==> src/rtl/rs_issue_sel.sv <==
// rs_issue_sel: reservation-station slot array with operand wakeup and
// round-robin single-issue selection.
//
// Ports:
//   clk, rst_n                  clock, async active-low reset
//   alloc_wr[NUM_SLOTS]         one-hot slot write from the allocator
//   alloc_src{1,2}_tag/_rdy     source tags and "already available" flags
//   cdb_valid, cdb_tag          result broadcast (wakes matching sources)
//   flush                       synchronous clear of every slot
//   issue_valid/slot/idx        slot offered to the functional unit
//   issue_ready                 functional unit accepts the offer
//   slot_busy, rs_empty         occupancy back to the allocator

// Per-slot state: occupancy, two source ready bits and their tags.
module rs_slot #(
  parameter int TAG_WIDTH = 6
) (
  input  logic                 clk,
  input  logic                 rst_n,
  input  logic                 flush,
  input  logic                 alloc_en,
  input  logic [TAG_WIDTH-1:0] alloc_src1_tag,
  input  logic [TAG_WIDTH-1:0] alloc_src2_tag,
  input  logic                 alloc_src1_rdy,
  input  logic                 alloc_src2_rdy,
  input  logic                 cdb_valid,
  input  logic [TAG_WIDTH-1:0] cdb_tag,
  input  logic                 clr,
  output logic                 busy,
  output logic                 eligible
);
  logic                 rdy1, rdy2;
  logic [TAG_WIDTH-1:0] tag1, tag2;

  assign eligible = busy & rdy1 & rdy2;

  always_ff @(posedge clk or negedge rst_n) begin
    if (!rst_n) begin
      busy <= 1'b0;
      rdy1 <= 1'b0;
      rdy2 <= 1'b0;
      tag1 <= '0;
      tag2 <= '0;
    end else if (flush || clr) begin
      busy <= 1'b0;
      rdy1 <= 1'b0;
      rdy2 <= 1'b0;
    end else if (alloc_en && !busy) begin
      // A same-cycle broadcast of the source tag must not be missed.
      busy <= 1'b1;
      tag1 <= alloc_src1_tag;
      tag2 <= alloc_src2_tag;
      rdy1 <= alloc_src1_rdy | (cdb_valid && cdb_tag == alloc_src1_tag);
      rdy2 <= alloc_src2_rdy | (cdb_valid && cdb_tag == alloc_src2_tag);
    end else if (busy && cdb_valid) begin
      if (cdb_tag == tag1) rdy1 <= 1'b1;
      if (cdb_tag == tag2) rdy2 <= 1'b1;
    end
  end
endmodule

module rs_issue_sel #(
  parameter int NUM_SLOTS = 8,
  parameter int TAG_WIDTH = 6,
  localparam int IDX_W    = $clog2(NUM_SLOTS)
) (
  input  logic                 clk,
  input  logic                 rst_n,
  input  logic [NUM_SLOTS-1:0] alloc_wr,
  input  logic [TAG_WIDTH-1:0] alloc_src1_tag,
  input  logic [TAG_WIDTH-1:0] alloc_src2_tag,
  input  logic                 alloc_src1_rdy,
  input  logic                 alloc_src2_rdy,
  input  logic                 cdb_valid,
  input  logic [TAG_WIDTH-1:0] cdb_tag,
  input  logic                 flush,
  output logic                 issue_valid,
  output logic [NUM_SLOTS-1:0] issue_slot,
  output logic [IDX_W-1:0]     issue_idx,
  input  logic                 issue_ready,
  output logic [NUM_SLOTS-1:0] slot_busy,
  output logic                 rs_empty
);
  localparam logic [IDX_W:0] NS = (IDX_W+1)'(NUM_SLOTS);

  logic [NUM_SLOTS-1:0] elig, clr;
  logic                 alloc_oh, hs, rr_found;
  logic [IDX_W-1:0]     rr_ptr, rr_idx, hold_idx;
  logic                 hold_vld;

  // Multi-hot writes are dropped entirely rather than partially applied.
  assign alloc_oh = (alloc_wr != '0) && ((alloc_wr & (alloc_wr - NUM_SLOTS'(1))) == '0);
  assign hs       = issue_valid & issue_ready;

  for (genvar i = 0; i < NUM_SLOTS; i++) begin : g_slot
    assign clr[i] = hs & issue_slot[i];
    rs_slot #(.TAG_WIDTH(TAG_WIDTH)) u_slot (
      .clk            (clk),
      .rst_n          (rst_n),
      .flush          (flush),
      .alloc_en       (alloc_oh & alloc_wr[i]),
      .alloc_src1_tag (alloc_src1_tag),
      .alloc_src2_tag (alloc_src2_tag),
      .alloc_src1_rdy (alloc_src1_rdy),
      .alloc_src2_rdy (alloc_src2_rdy),
      .cdb_valid      (cdb_valid),
      .cdb_tag        (cdb_tag),
      .clr            (clr[i]),
      .busy           (slot_busy[i]),
      .eligible       (elig[i])
    );
  end

  // First eligible slot at or after rr_ptr, wrapping.
  always_comb begin
    logic [IDX_W:0]   sum;
    logic [IDX_W-1:0] j;
    rr_found = 1'b0;
    rr_idx   = '0;
    sum      = '0;
    j        = '0;
    for (int k = 0; k < NUM_SLOTS; k++) begin
      sum = {1'b0, rr_ptr} + (IDX_W+1)'(k);
      if (sum >= NS) sum = sum - NS;
      j = sum[IDX_W-1:0];
      if (!rr_found && elig[j]) begin
        rr_found = 1'b1;
        rr_idx   = j;
      end
    end
  end

  // A held grant keeps its slot eligible, so hold_vld alone implies valid.
  assign issue_valid = hold_vld | rr_found;
  assign issue_idx   = hold_vld ? hold_idx : (rr_found ? rr_idx : '0);
  assign issue_slot  = issue_valid ? (NUM_SLOTS'(1) << issue_idx) : '0;
  assign rs_empty    = ~|slot_busy;

  always_ff @(posedge clk or negedge rst_n) begin
    if (!rst_n) begin
      hold_vld <= 1'b0;
      hold_idx <= '0;
      rr_ptr   <= '0;
    end else if (flush) begin
      hold_vld <= 1'b0;
      rr_ptr   <= '0;
    end else if (hs) begin
      hold_vld <= 1'b0;
      rr_ptr   <= (issue_idx == IDX_W'(NUM_SLOTS-1)) ? '0 : issue_idx + IDX_W'(1);
    end else if (issue_valid) begin
      hold_vld <= 1'b1;
      hold_idx <= issue_idx;
    end
  end
endmodule

==> config.mk <==
export PLATFORM = sky130hd
export DESIGN_NAME = rs_issue_sel
export DESIGN_NICKNAME = d
export VERILOG_FILES = /design/src/rtl/rs_issue_sel.sv
export SDC_FILE = /design/constraint.sdc
export NUM_CORES = 1
export LEC_CHECK = 0
export CORE_MARGIN = 8
export CORE_UTILIZATION = 25
export CTS_CLUSTER_DIAMETER = 50
export DETAILED_ROUTE_END_ITERATION = 10
export GPL_TIMING_DRIVEN = 1
export SETUP_SLACK_MARGIN = 0.5
export SYNTH_ARGS = -nofsm -noshare
export SYNTH_HDL_FRONTEND = slang
export SYNTH_SLANG_ARGS = --single-unit
==> constraint.sdc <==
create_clock -name clk -period 5.7 [get_ports clk]
set_clock_uncertainty 0.1 [all_clocks]
set_input_delay 1.425 -clock clk [delete_from_list [all_inputs] [get_ports clk]]
set_output_delay 1.425 -clock clk [all_outputs]
set_load 0.01 [all_outputs]
==> results.md, run 1 <==
- Hold Buf Count CTS: 0
- Initial Utilization: 25.2%
- Worst-path clk slew: 0.06 ns
- Post-Synth Adder-Cell Area: approximately 1.2%
- Initial antenna violation count: 0
- Seq/Total Area, Yosys: 40.3%
- Most frequent cells in the layout: dfrtp_1 (123), xor2_1 (85), mux2_2 (76)
- Share of cells above drive strength 1: 29.2%
- Clk_lat worst skew: 0.42 ns
- Max-slew headroom: 34.5%
- CTS tree: built
- R2R Setup Slk: between 1 and 1.5 ns
- Synth warn: 0
- H-tree levels: 4
- Setup violations, final: 0
- Max Cap Viol: 0
- CTS buffer count: 17
- Ys flop type: dfrtp_1
- Cell count after synthesis: roughly 730
- Routed vias/inst: 4.92
- Status: complete, no violations
- Crit share post-route: 92.2%
- Cell area power density: 275 nW/um^2
- Compound-Gate Fraction of Synth Area: 9.96%
- R2R depth: 17
- Clk buf depth: 2
- Clk root buf: clkbuf_16
- Worst-case vdd ir drop: 160 uV
- Critical path class: reg2out
- Largest area contributor in the netlist: dfrtp_1
- First-pass GRT wire length: 36.1 mm
- Crit end category: output pin
- Top post-synthesis cells by area: dfrtp_1 (40%), mux2_2 (11%), xor2_1 (9.5%)
- Fin nets: 840
- Crit path arrival time: 3.73 ns
- Synthesis-stage register bit count: 127
- Die height: 194 microns
- Worst-Margin Slew: 0.980 ns
- Vias post-DR: 5970
- Post-synth EDFFs: 0
- Core Region: approximately 31000 sq um
- Xor/xnor share of the synthesized area: between 10% and 20%
- End of the critical path: issue_slot[5]
- Post-synthesis mux area share: 19.8%
- TNS Setup: 0 ns
- Fin. Hold Viols: 0
- FILL cells: 3189
- CP max FO: 9
- Worst reg2reg endpoint: g_slot[5].u_slot.tag1[4]
- Netlist cell types: 63
- Num rows: 65
- Drt pass-1 iters: 7
- I/O Pins: 54
- Max Fclk: 0.190 GHz
- Global route overflow: 0
- P&R area growth vs syn: 24.8%
- DR iter-0 viols: 481
- Commonest non-fill, non-tap cell in the layout: dfrtp_1
- # port buffers: 53
- WP data required: 4.18 ns
- WL/cell: 19.0 microns
- Mapped Area: between 7000 and 8000 sq um
- RSZ-0062 raised after global routing: yes
- Die area: about 38000 sq um
- Vias in the first global route: 5945
- Async SR Flop Fraction: 100%
- Largest family of logic cells by synthesized area: multiplexers
- GRT Util Overall: between 10% and 20%
- Post-synthesis average cell area: 10.8 sq um
- CP startpoint kind: register
- Routed Wire Length: 23.1 mm
- Leakage: 4.28 nW
- Setup crit start: rr_ptr[0]
- Pwr Total: between 0.002 and 0.003 W
- Largest net degree at the start of global routing: 60
- R2R Path Start: rr_ptr[0]
- # clock sinks: 127
- Yosys top cell area share: 40.3%
- Fin util: 31.4%
- Gpl congestion: 0.922
- Inserted Diodes: 0
- Remaining DRCs: 0
- DPL Wire Length: approximately 17 mm
- Worst min path class: reg2reg
- Synth Net Count: 768
- Die Width: between 150 and 200 microns
- Synth Area in Simple Gates: 12.2%
- Final ANT Viol Nets: 0
- Final Max Tran Viols: 0
- Minimum clock period: 5.26 ns
layout make-up:
type / count / area (sq um) / area share [%]
Multi-Input combinational cell: 534 / 4570 / 46.5
Inverter: 12 / 45.0 / 0.458
Clock buffer: 18 / 439 / 4.46
Tap cell: 402 / 503 / 5.11
Clock inverter: 13 / 179 / 1.82
Timing Repair Buffer: 108 / 920 / 9.34
Sequential cell: 127 / 3180 / 32.3
logic make-up (layout without fill, tap and decap cells):
family,after synthesis,count (layout)
buffers and inverters,67,151
xor gates and xnor gates,113,113
AOI/OAI and AO/OA,109,109
muxes,124,124
and+or+nand+nor,180,180
adders and majority gates,8,8
DFF,127,127
critical path, cell delays in order, from the launching register on:
cell and delay (ns):
dfrtp_1 0.36, inv_2 0.05, ha_4 0.29, buf_4 0.18, nor2_1 0.06, a2111oi_1 0.53, o31ai_2 0.17, a21o_1 0.22
o32a_1 0.29, o2111a_2 0.26, a21o_1 0.21, buf_6 0.13, buf_4 0.13, ha_4 0.15, nor2b_1 0.11, buf_2 0.16
synth_stat cells (all sizes together), types with 2 or more instances:
master / instances
o21ai: 22
a41oi: 2
xnor2: 27
a41o: 4
dfrtp: 127
nand2: 31
nor4: 19
mux4: 10
a211o: 5
a2bb2oi: 2
nor3: 9
o21a: 3
ha: 7
a2111oi: 3
clkbuf: 18
xor2: 86
a21o: 5
o22ai: 4
nand3: 10
nand4: 7
nand3b: 5
or4: 10
inv: 12
a211oi: 7
buf: 37
nor2b: 9
a31oi: 5
o211ai: 3
o211a: 2
nand4b: 2
a21oi: 22
mux2i: 18
nor2: 36
and3: 16
nand2b: 5
o221ai: 3
or3: 3
and2: 17
a21boi: 5
mux2: 96
sequential cells by signal, indices dropped and copies added (netlist names):
signal and count:
hold_vld 1, g_slot.u_slot.tag2 48, g_slot.u_slot.busy 8, hold_idx 3
g_slot.u_slot.rdy2 8, g_slot.u_slot.rdy1 8, g_slot.u_slot.tag1 48, rr_ptr 3
through the flow:
step	worst slack (ns)	std cells	area (sq um)	hold WS (ns)
detailed placement	0.259	1165	8940	0.415
global route	0.341	1214	9840	0.435
floorplan	0.509	728	7890	0.401
CTS	0.364	1206	9710	0.430
finish	0.445	1214	9840	0.425
global placement	0.312	1165	8940	0.409
how the worst min path moves through the flow:
| stage | slack (ns) | depth (start not counted) | start | to |
|---|---|---|---|---|
| after floorplan | 0.40 | 1 | g_slot[5].u_slot.tag1[5] | g_slot[5].u_slot.tag1[5] |
| after global placement | 0.41 | 1 | g_slot[5].u_slot.tag2[1] | g_slot[5].u_slot.tag2[1] |
| after detailed placement | 0.42 | 1 | g_slot[0].u_slot.tag1[0] | g_slot[0].u_slot.tag1[0] |
| after CTS | 0.43 | 1 | g_slot[2].u_slot.tag2[2] | g_slot[2].u_slot.tag2[2] |
| after global routing | 0.44 | 1 | g_slot[2].u_slot.tag2[4] | g_slot[2].u_slot.tag2[4] |
| final | 0.42 | 1 | g_slot[2].u_slot.tag2[4] | g_slot[2].u_slot.tag2[4] |
routing by layer:
metal	wire length [microns]	global-route usage, %	up-vias
met5	0	0	-
met4	252	2.96	0
met3	1250	2.50	21
met2	10400	18.6	162
met1	11200	17.3	3031
li1	-	-	2756
where the power goes:
part | switching (W) | leakage [nW] | internal (W) | total, W
registers | 0.000100 | 1.66 | 0.00105 | 0.00115
logic | 0.000180 | 2.33 | 0.000236 | 0.000416
clock network | 0.000428 | 0.300 | 0.000708 | 0.00114
total | 0.000708 | 4.28 | 0.00200 | 0.00270
what timing repair did:
action,in CTS,in global routing
setup endpoints to repair,10,10
gates resized for setup,45,25
pin swaps,6,8
buffers inserted,10,8
endpoints found under the hold margin,0,0
Power figures use the tool's default switching activity.
==> run 2: changes to the inputs <==
--- a/config.mk
+++ b/config.mk
@@ -8,9 +8,11 @@
 export CORE_MARGIN = 8
 export CORE_UTILIZATION = 25
 export CTS_CLUSTER_DIAMETER = 50
+export CTS_CLUSTER_SIZE = 10
 export DETAILED_ROUTE_END_ITERATION = 10
 export GPL_TIMING_DRIVEN = 1
 export SETUP_SLACK_MARGIN = 0.5
 export SYNTH_ARGS = -nofsm -noshare
 export SYNTH_HDL_FRONTEND = slang
 export SYNTH_SLANG_ARGS = --single-unit
+export TNS_END_PERCENT = 1
==> run 2 against run 1 <==
Against the previous run:
- die area did not move
- critical path depth decreased by 1
- clock power hardly changed
- clock-buffer cell count unchanged
- maximum frequency down 1.6%
- sequential share of layout area rose by 0.42 points
- worst hold slack about the same
- setup slack got worse by 0.084 ns
- non-clock buffer count fell by 10
- global-route usage is 0.074 points lower
- sequential power hardly changed
- first-iteration DRC count down 4.8%
- largest power group unchanged
==> results.md, run 2 (same netlist as run 1, synthesis figures left out) <==
- Status: complete, no violations (unchanged)
- Routed vias/inst: 4.90 (was 4.92)
- Global route overflow: 0 (unchanged)
- P&R area growth vs syn: 23.2% (was 24.8%)
- Gpl congestion: 0.922 (unchanged)
- DPL Wire Length: 16.6 mm (unchanged)
- DP Area: 8940 sq um (unchanged)
- Fin. Hold Viols: 0 (unchanged)
- Hold Buf Count CTS: 0 (unchanged)
- Storage element area: 3180 sq um (unchanged)
- Clk buf depth: 2 (unchanged)
- Setup ws final: 0.361 ns (was 0.445 ns)
- Fin area: 9720 sq um (was 9840 sq um)
- WL/cell: 19.0 microns (about the same)
- Crit share post-route: 93.7% (was 92.2%)
- CTS buffer count: 17 (unchanged)
- Initial antenna violation count: 0 (unchanged)
- Routed Wire Length: 22.8 mm (was 23.1 mm)
- First-pass GRT wire length: 35.9 mm (was 36.1 mm)
- H-tree levels: 4 (unchanged)
- Initial Utilization: 25.2% (unchanged)
- TNS Setup: 0 ns (unchanged)
- Clk root buf: clkbuf_16 (unchanged)
- # port buffers: 53 (unchanged)
- Leakage: 4.23 nW (was 4.28 nW)
- CTS tree: built (unchanged)
- Worst-Margin Slew: 1.01 ns (was 0.980 ns)
- Crit end category: output pin (unchanged)
- Most frequent cells in the layout: dfrtp_1 (123), xor2_1 (85), mux2_2 (76) (unchanged)
- Vias in the first global route: 5885 (was 5945)
- GRT Util Overall: 12.1% (was 12.2%)
- Max Fclk: 0.187 GHz (was 0.190 GHz)
- Share of cells above drive strength 1: 26.8% (was 29.2%)
- Crit path arrival time: 3.81 ns (was 3.73 ns)
- Worst min path class: reg2reg (unchanged)
- Worst-case vdd ir drop: 160 uV (about the same)
- Worst-path clk slew: 0.06 ns (about the same)
- FILL cells: 3209 (was 3189)
- Num rows: 65 (unchanged)
- Largest regs: g_slot.u_slot.tag1 x48, g_slot.u_slot.tag2 x48 (unchanged)
- Max Cap Viol: 0 (unchanged)
- CP startpoint kind: register (unchanged)
- Drt pass-1 iters: 5 (was 7)
- CP max FO: 13 (was 9)
- Max-slew headroom: 32.7% (was 34.5%)
- Clk_lat worst skew: 0.42 ns (about the same)
- DR iter-0 viols: 458 (was 481)
- Final Max Tran Viols: 0 (unchanged)
- Vias post-DR: 5905 (was 5970)
- Commonest non-fill, non-tap cell in the layout: dfrtp_1 (unchanged)
- Die area: 37500 sq um (unchanged)
- Pre-CTS WS: 0.259 ns (unchanged)
- Multi-input logic area: 4500 sq um (was 4570 sq um)
- Setup violations, final: 0 (unchanged)
- Core Region: 31300 sq um (unchanged)
- # clock sinks: 127 (unchanged)
- Critical path class: reg2out (unchanged)
- RSZ-0062 raised after global routing: yes (unchanged)
- Fin nets: 830 (was 840)
- Die Width: 194 microns (unchanged)
- Inserted Diodes: 0 (unchanged)
- I/O Pins: 54 (unchanged)
- WP data required: 4.18 ns (about the same)
- Largest net degree at the start of global routing: 60 (unchanged)
- Final ANT Viol Nets: 0 (unchanged)
- Cell area power density: 278 nW/um^2 (was 275 nW/um^2)
- Remaining DRCs: 0 (unchanged)
- Minimum clock period: 5.34 ns (was 5.26 ns)
- Die height: 194 microns (unchanged)
run 2: cell count changes in the layout (fill, tap and decap cells not counted), moves of 2 or more:
cell             previous run  this run
mux2i_4                     2         0
dlygate4sd2_1               0         2
clkbuf_2                    5         2
ha_4                        4         2
clkdlybuf4s15_1             0         3
buf_2                       3         0
buf_4                      54        45
mux2i_1                    16        18
run 2: stage by stage:
stage | total power [W] | util (%) | cells | hold slack (ns)
6_report | 0.00270 | 31.0 | 1204 | 0.425
2_1_floorplan | 0.00145 | - | 728 | 0.401
4_1_cts | 0.00273 | 30.9 | 1203 | 0.430
5_1_grt | 0.00283 | 31.0 | 1204 | 0.435
3_5_place_dp | 0.00159 | 28.6 | 1165 | 0.415
3_3_place_gp | 0.00157 | 28.6 | 1165 | 0.409
run 2: final timing paths:
kind | startpoint | end | slack [ns] | depth (start not counted)
worst max-delay path | rr_ptr[0] | issue_slot[7] | 0.36 | 14
worst min-delay path | g_slot[2].u_slot.tag2[4] | g_slot[2].u_slot.tag2[4] | 0.42 | 1
worst max register to register | rr_ptr[0] | g_slot[6].u_slot.tag1[1] | 1.21 | 16
worst min register to register | g_slot[2].u_slot.tag2[4] | g_slot[2].u_slot.tag2[4] | 0.42 | 1
max in group asynchronous | rst_n | g_slot[4].u_slot.tag2[5] | 3.45 | 2
min in group asynchronous | rst_n | g_slot[7].u_slot.tag2[1] | 0.87 | 1
run 2: layout make-up:
cell class                      instances  share of cell area [%]
Clock inverter                         13                    1.84
Tap cell                              402                    5.18
Multi-Input combinational cell        534                    46.3
Sequential cell                       127                    32.8
Inverter                               12                   0.464
Clock buffer                           18                    4.52
Timing Repair Buffer                   98                    8.94
run 2: routing by layer:
metal | part of all wire (%) | vias to the layer above | global-route usage, %
met3 | 6.2 | 17 | 2.50
met4 | 0.97 | 0 | 2.96
met2 | 45 | 164 | 18.4
met5 | 0 | - | 0
met1 | 48 | 2984 | 17.3
li1 | - | 2740 | -
run 2: worst max-delay path, cell delays in order, from the launching register on:
cell	delay, ns
dfrtp_1	0.39
inv_2	0.08
ha_4	0.22
buf_12	0.15
mux2i_1	0.11
mux4_2	0.53
nand3b_1	0.18
a21o_1	0.18
o32a_1	0.33
o2111a_2	0.29
a21o_1	0.20
ha_2	0.19
ha_2	0.18
and2_1	0.13
clkdlybuf4s15_1	0.22
run 2: what timing repair did:
action	CTS	global route
pin swaps	3	2
buffers inserted	7	1
gates resized for setup	30	13
endpoints found under the setup margin	10	10
run 2: where the power goes:
group / internal [W] / switching [W]
logic: 0.000236 / 0.000180
clock network: 0.000708 / 0.000428
registers: 0.00105 / 0.000100
==> run 3: changes to the inputs <==
==> constraint.sdc (replaced) <==
create_clock -name clk -period 5.7 [get_ports clk]
set_clock_uncertainty 0.1 [all_clocks]
set_input_delay 1.14 -clock clk [delete_from_list [all_inputs] [get_ports clk]]
set_output_delay 1.14 -clock clk [all_outputs]
set_load 0.01 [all_outputs]
==> run 3 against run 2 <==
Against the previous run:
- register-to-register slack got worse by 0.09 ns
- power fell by 0.78%
- sequential power barely moved
- flip-flop and latch count did not move
- routed wire length fell by 1.1%
- setup slack improved by 0.0085 ns
==> results.md, run 3 (same netlist as run 1, synthesis figures left out) <==
- I/O Pins: 54 (unchanged)
- Remaining DRCs: 0 (unchanged)
- Crit share post-route: 93.5% (was 93.7%)
- R2R Setup Slk: 1.12 ns (was 1.21 ns)
- Cell area power density: 281 nW/um^2 (was 278 nW/um^2)
- R2R Path Start: g_slot[4].u_slot.busy (was rr_ptr[0])
- # clock sinks: 127 (unchanged)
- CP Cell Sequence: and3_1 -> mux4_2 -> a2111o_1 -> a21o_1 -> o32a_1 -> o2111a_2 -> a311oi_4 -> buf_6 -> and2_1 -> clkdlybuf4s50_1 (was inv_2 -> ha_4 -> buf_12 -> mux2i_1 -> mux4_2 -> nand3b_1 -> a21o_1 -> o32a_1 -> o2111a_2 -> a21o_1 -> ha_2 -> ha_2 -> and2_1 -> clkdlybuf4s15_1)
- Fin util: 30.5% (was 31.0%)
- Commonest non-fill, non-tap cell in the layout: dfrtp_1 (unchanged)
- Pre-CTS WS: 0.560 ns (was 0.259 ns)
- H-tree levels: 4 (unchanged)
- Crit path arrival time: 4.09 ns (was 3.81 ns)
- First-pass GRT wire length: 36.0 mm (was 35.9 mm)
- GRT Util Overall: 12.2% (was 12.1%)
- Global route overflow: 0 (unchanged)
- P&R area growth vs syn: 21.1% (was 23.2%)
- Most frequent cells in the layout: dfrtp_1 (126), xor2_1 (85), mux2_2 (76) (was dfrtp_1 (123), xor2_1 (85), mux2_2 (76))
- Initial antenna violation count: 0 (unchanged)
- Inserted Diodes: 0 (unchanged)
- CTS buffer count: 17 (unchanged)
- RSZ-0062 raised after global routing: yes (unchanged)
- Share of cells above drive strength 1: 23.9% (was 26.8%)
- Worst-case vdd ir drop: 170 uV (was 160 uV)
- CP Buf/Inv Count: 2 (was 3)
- Worst-Margin Slew: 1.20 ns (was 1.01 ns)
- Crit path max-delay cell type: clkdlybuf4s50_1 (was mux4_2)
- Non-Filler Instances: 1189 (was 1204)
- CTS tree: built (unchanged)
- Final Max Tran Viols: 0 (unchanged)
- Initial Utilization: 25.2% (unchanged)
- Core Region: 31300 sq um (unchanged)
- Max Fclk: 0.188 GHz (was 0.187 GHz)
- Routed Wire Length: 22.6 mm (was 22.8 mm)
- Die area: 37500 sq um (unchanged)
- Leakage: 4.15 nW (was 4.23 nW)
- Fin. Hold Viols: 0 (unchanged)
- Largest regs: g_slot.u_slot.tag1 x48, g_slot.u_slot.tag2 x48 (unchanged)
- Worst reg2reg endpoint: g_slot[6].u_slot.tag2[0] (was g_slot[6].u_slot.tag1[1])
- Max Cap Viol: 0 (unchanged)
- WHS Endpoint: g_slot[1].u_slot.tag1[3] (was g_slot[2].u_slot.tag2[4])
- CP top delay family: compound AO/OA/AOI/OAI gates (unchanged)
- Placed insts: 1155 (was 1165)
- Vias in the first global route: 5943 (was 5885)
- WL/cell: 19.0 microns (about the same)
- Status: complete, no violations (unchanged)
- Final ANT Viol Nets: 0 (unchanged)
- Die Width: 194 microns (unchanged)
- WP data required: 4.46 ns (was 4.18 ns)
- R2R depth: 11 (was 16)
- Crit end category: output pin (unchanged)
- Minimum clock period: 5.33 ns (was 5.34 ns)
- Slowest stage delay, CP: 0.54 ns (was 0.53 ns)
- Fin nets: 814 (was 830)
- Max-slew headroom: 19.8% (was 32.7%)
- TNS Setup: 0 ns (unchanged)
- Routed vias/inst: 4.90 (about the same)
- Worst min path class: reg2reg (unchanged)
- Hold path start: g_slot[1].u_slot.tag1[3] (was g_slot[2].u_slot.tag2[4])
- Largest net degree at the start of global routing: 79 (was 60)
- Setup violations, final: 0 (unchanged)
- Drt pass-1 iters: 4 (was 5)
- WHS Path Cells: 1 (unchanged)
- Clk_lat worst skew: 0.43 ns (was 0.42 ns)
- Worst-path clk slew: 0.07 ns (was 0.06 ns)
- Hold Buf Count CTS: 0 (unchanged)
- Setup ws final: 0.369 ns (was 0.361 ns)
- DPL Wire Length: 16.5 mm (was 16.6 mm)
- CP startpoint kind: register (unchanged)
- Vias post-DR: 5831 (was 5905)
- DR iter-0 viols: 469 (was 458)
- Gpl congestion: 0.909 (was 0.922)
- Num rows: 65 (unchanged)
- Critical path class: reg2out (unchanged)
- CP max FO: 7 (was 13)
- Hold slack: 0.424 ns (was 0.425 ns)
- Die height: 194 microns (unchanged)
- # port buffers: 53 (unchanged)
- Clk buf depth: 2 (unchanged)
- Clk root buf: clkbuf_16 (unchanged)
[run 3: changes by cell type in the layout (fill, tap and decap cells not counted), moves of 3 or more]
cell,before,now
buf_4,45,28
clkdlybuf4s15_1,3,0
clkinv_4,4,1
dfrtp_1,123,126
dfrtp_2,4,1
dlygate4sd2_1,2,5
ha_1,1,4
inv_6,4,7
[run 3: worst reg2reg max path, delay by kind of cell, from the launching register on]
family / cells / cell delay (ns)
fa+ha+maj: 1 / 0.25
mux: 2 / 0.93
compound gates: 3 / 1.21
flops: 1 / 0.50
simple gates: 5 / 1.48
[run 3: final cells by class]
cell class              count  area [sq um]
well taps                 402           503
inverters                  12          45.0
fillers                  3222         21800
flip-flops and latches    127          3180
repair buffers             82           758
multi-input cells         534          4460
clock buffers              18           439
clock inverters            14           168
[run 3: layer usage]
| layer | global-route usage, % | vias to the layer above | routed length (microns) |
|---|---|---|---|
| met4 | 2.91 | 0 | 231 |
| li1 | - | 2695 | - |
| met2 | 18.3 | 148 | 10100 |
| met3 | 3.00 | 14 | 1240 |
| met5 | 0 | - | 0 |
| met1 | 17.3 | 2974 | 11000 |
[run 3: where the power goes]
part / switching [W] / internal (W) / leakage [nW] / total [W]
Sequential: 0.000102 / 0.00105 / 1.66 / 0.00115
Combinational: 0.000175 / 0.000233 / 2.20 / 0.000408
Clock: 0.000449 / 0.000671 / 0.293 / 0.00112
Total: 0.000727 / 0.00196 / 4.15 / 0.00268
[run 3: per-stage QoR]
step	instance area, sq um	power, W
6_report	9560	0.00268
5_1_grt	9560	0.00281
4_1_cts	9520	0.00271
3_5_place_dp	8870	0.00158
3_3_place_gp	8870	0.00157
2_1_floorplan	7890	0.00145
[run 3: timing repair]
item,CTS,global route
buffers inserted,2,0
endpoints found under the hold margin,0,0
gates resized for setup,15,8
endpoints found under the setup margin,8,9
pin swaps,0,1
[run 3: worst max path at each step]
stage	depth (start not counted)	endpoint	start	slack, ns
after CTS	14	issue_slot[1]	rr_ptr[0]	0.31
after global routing	15	issue_slot[5]	rr_ptr[0]	0.16
final	10	issue_slot[4]	g_slot[4].u_slot.busy	0.37
after detailed placement	14	issue_slot[7]	rr_ptr[0]	0.56
after global placement	14	issue_slot[7]	rr_ptr[0]	0.61
after floorplan	16	issue_slot[7]	rr_ptr[0]	0.71
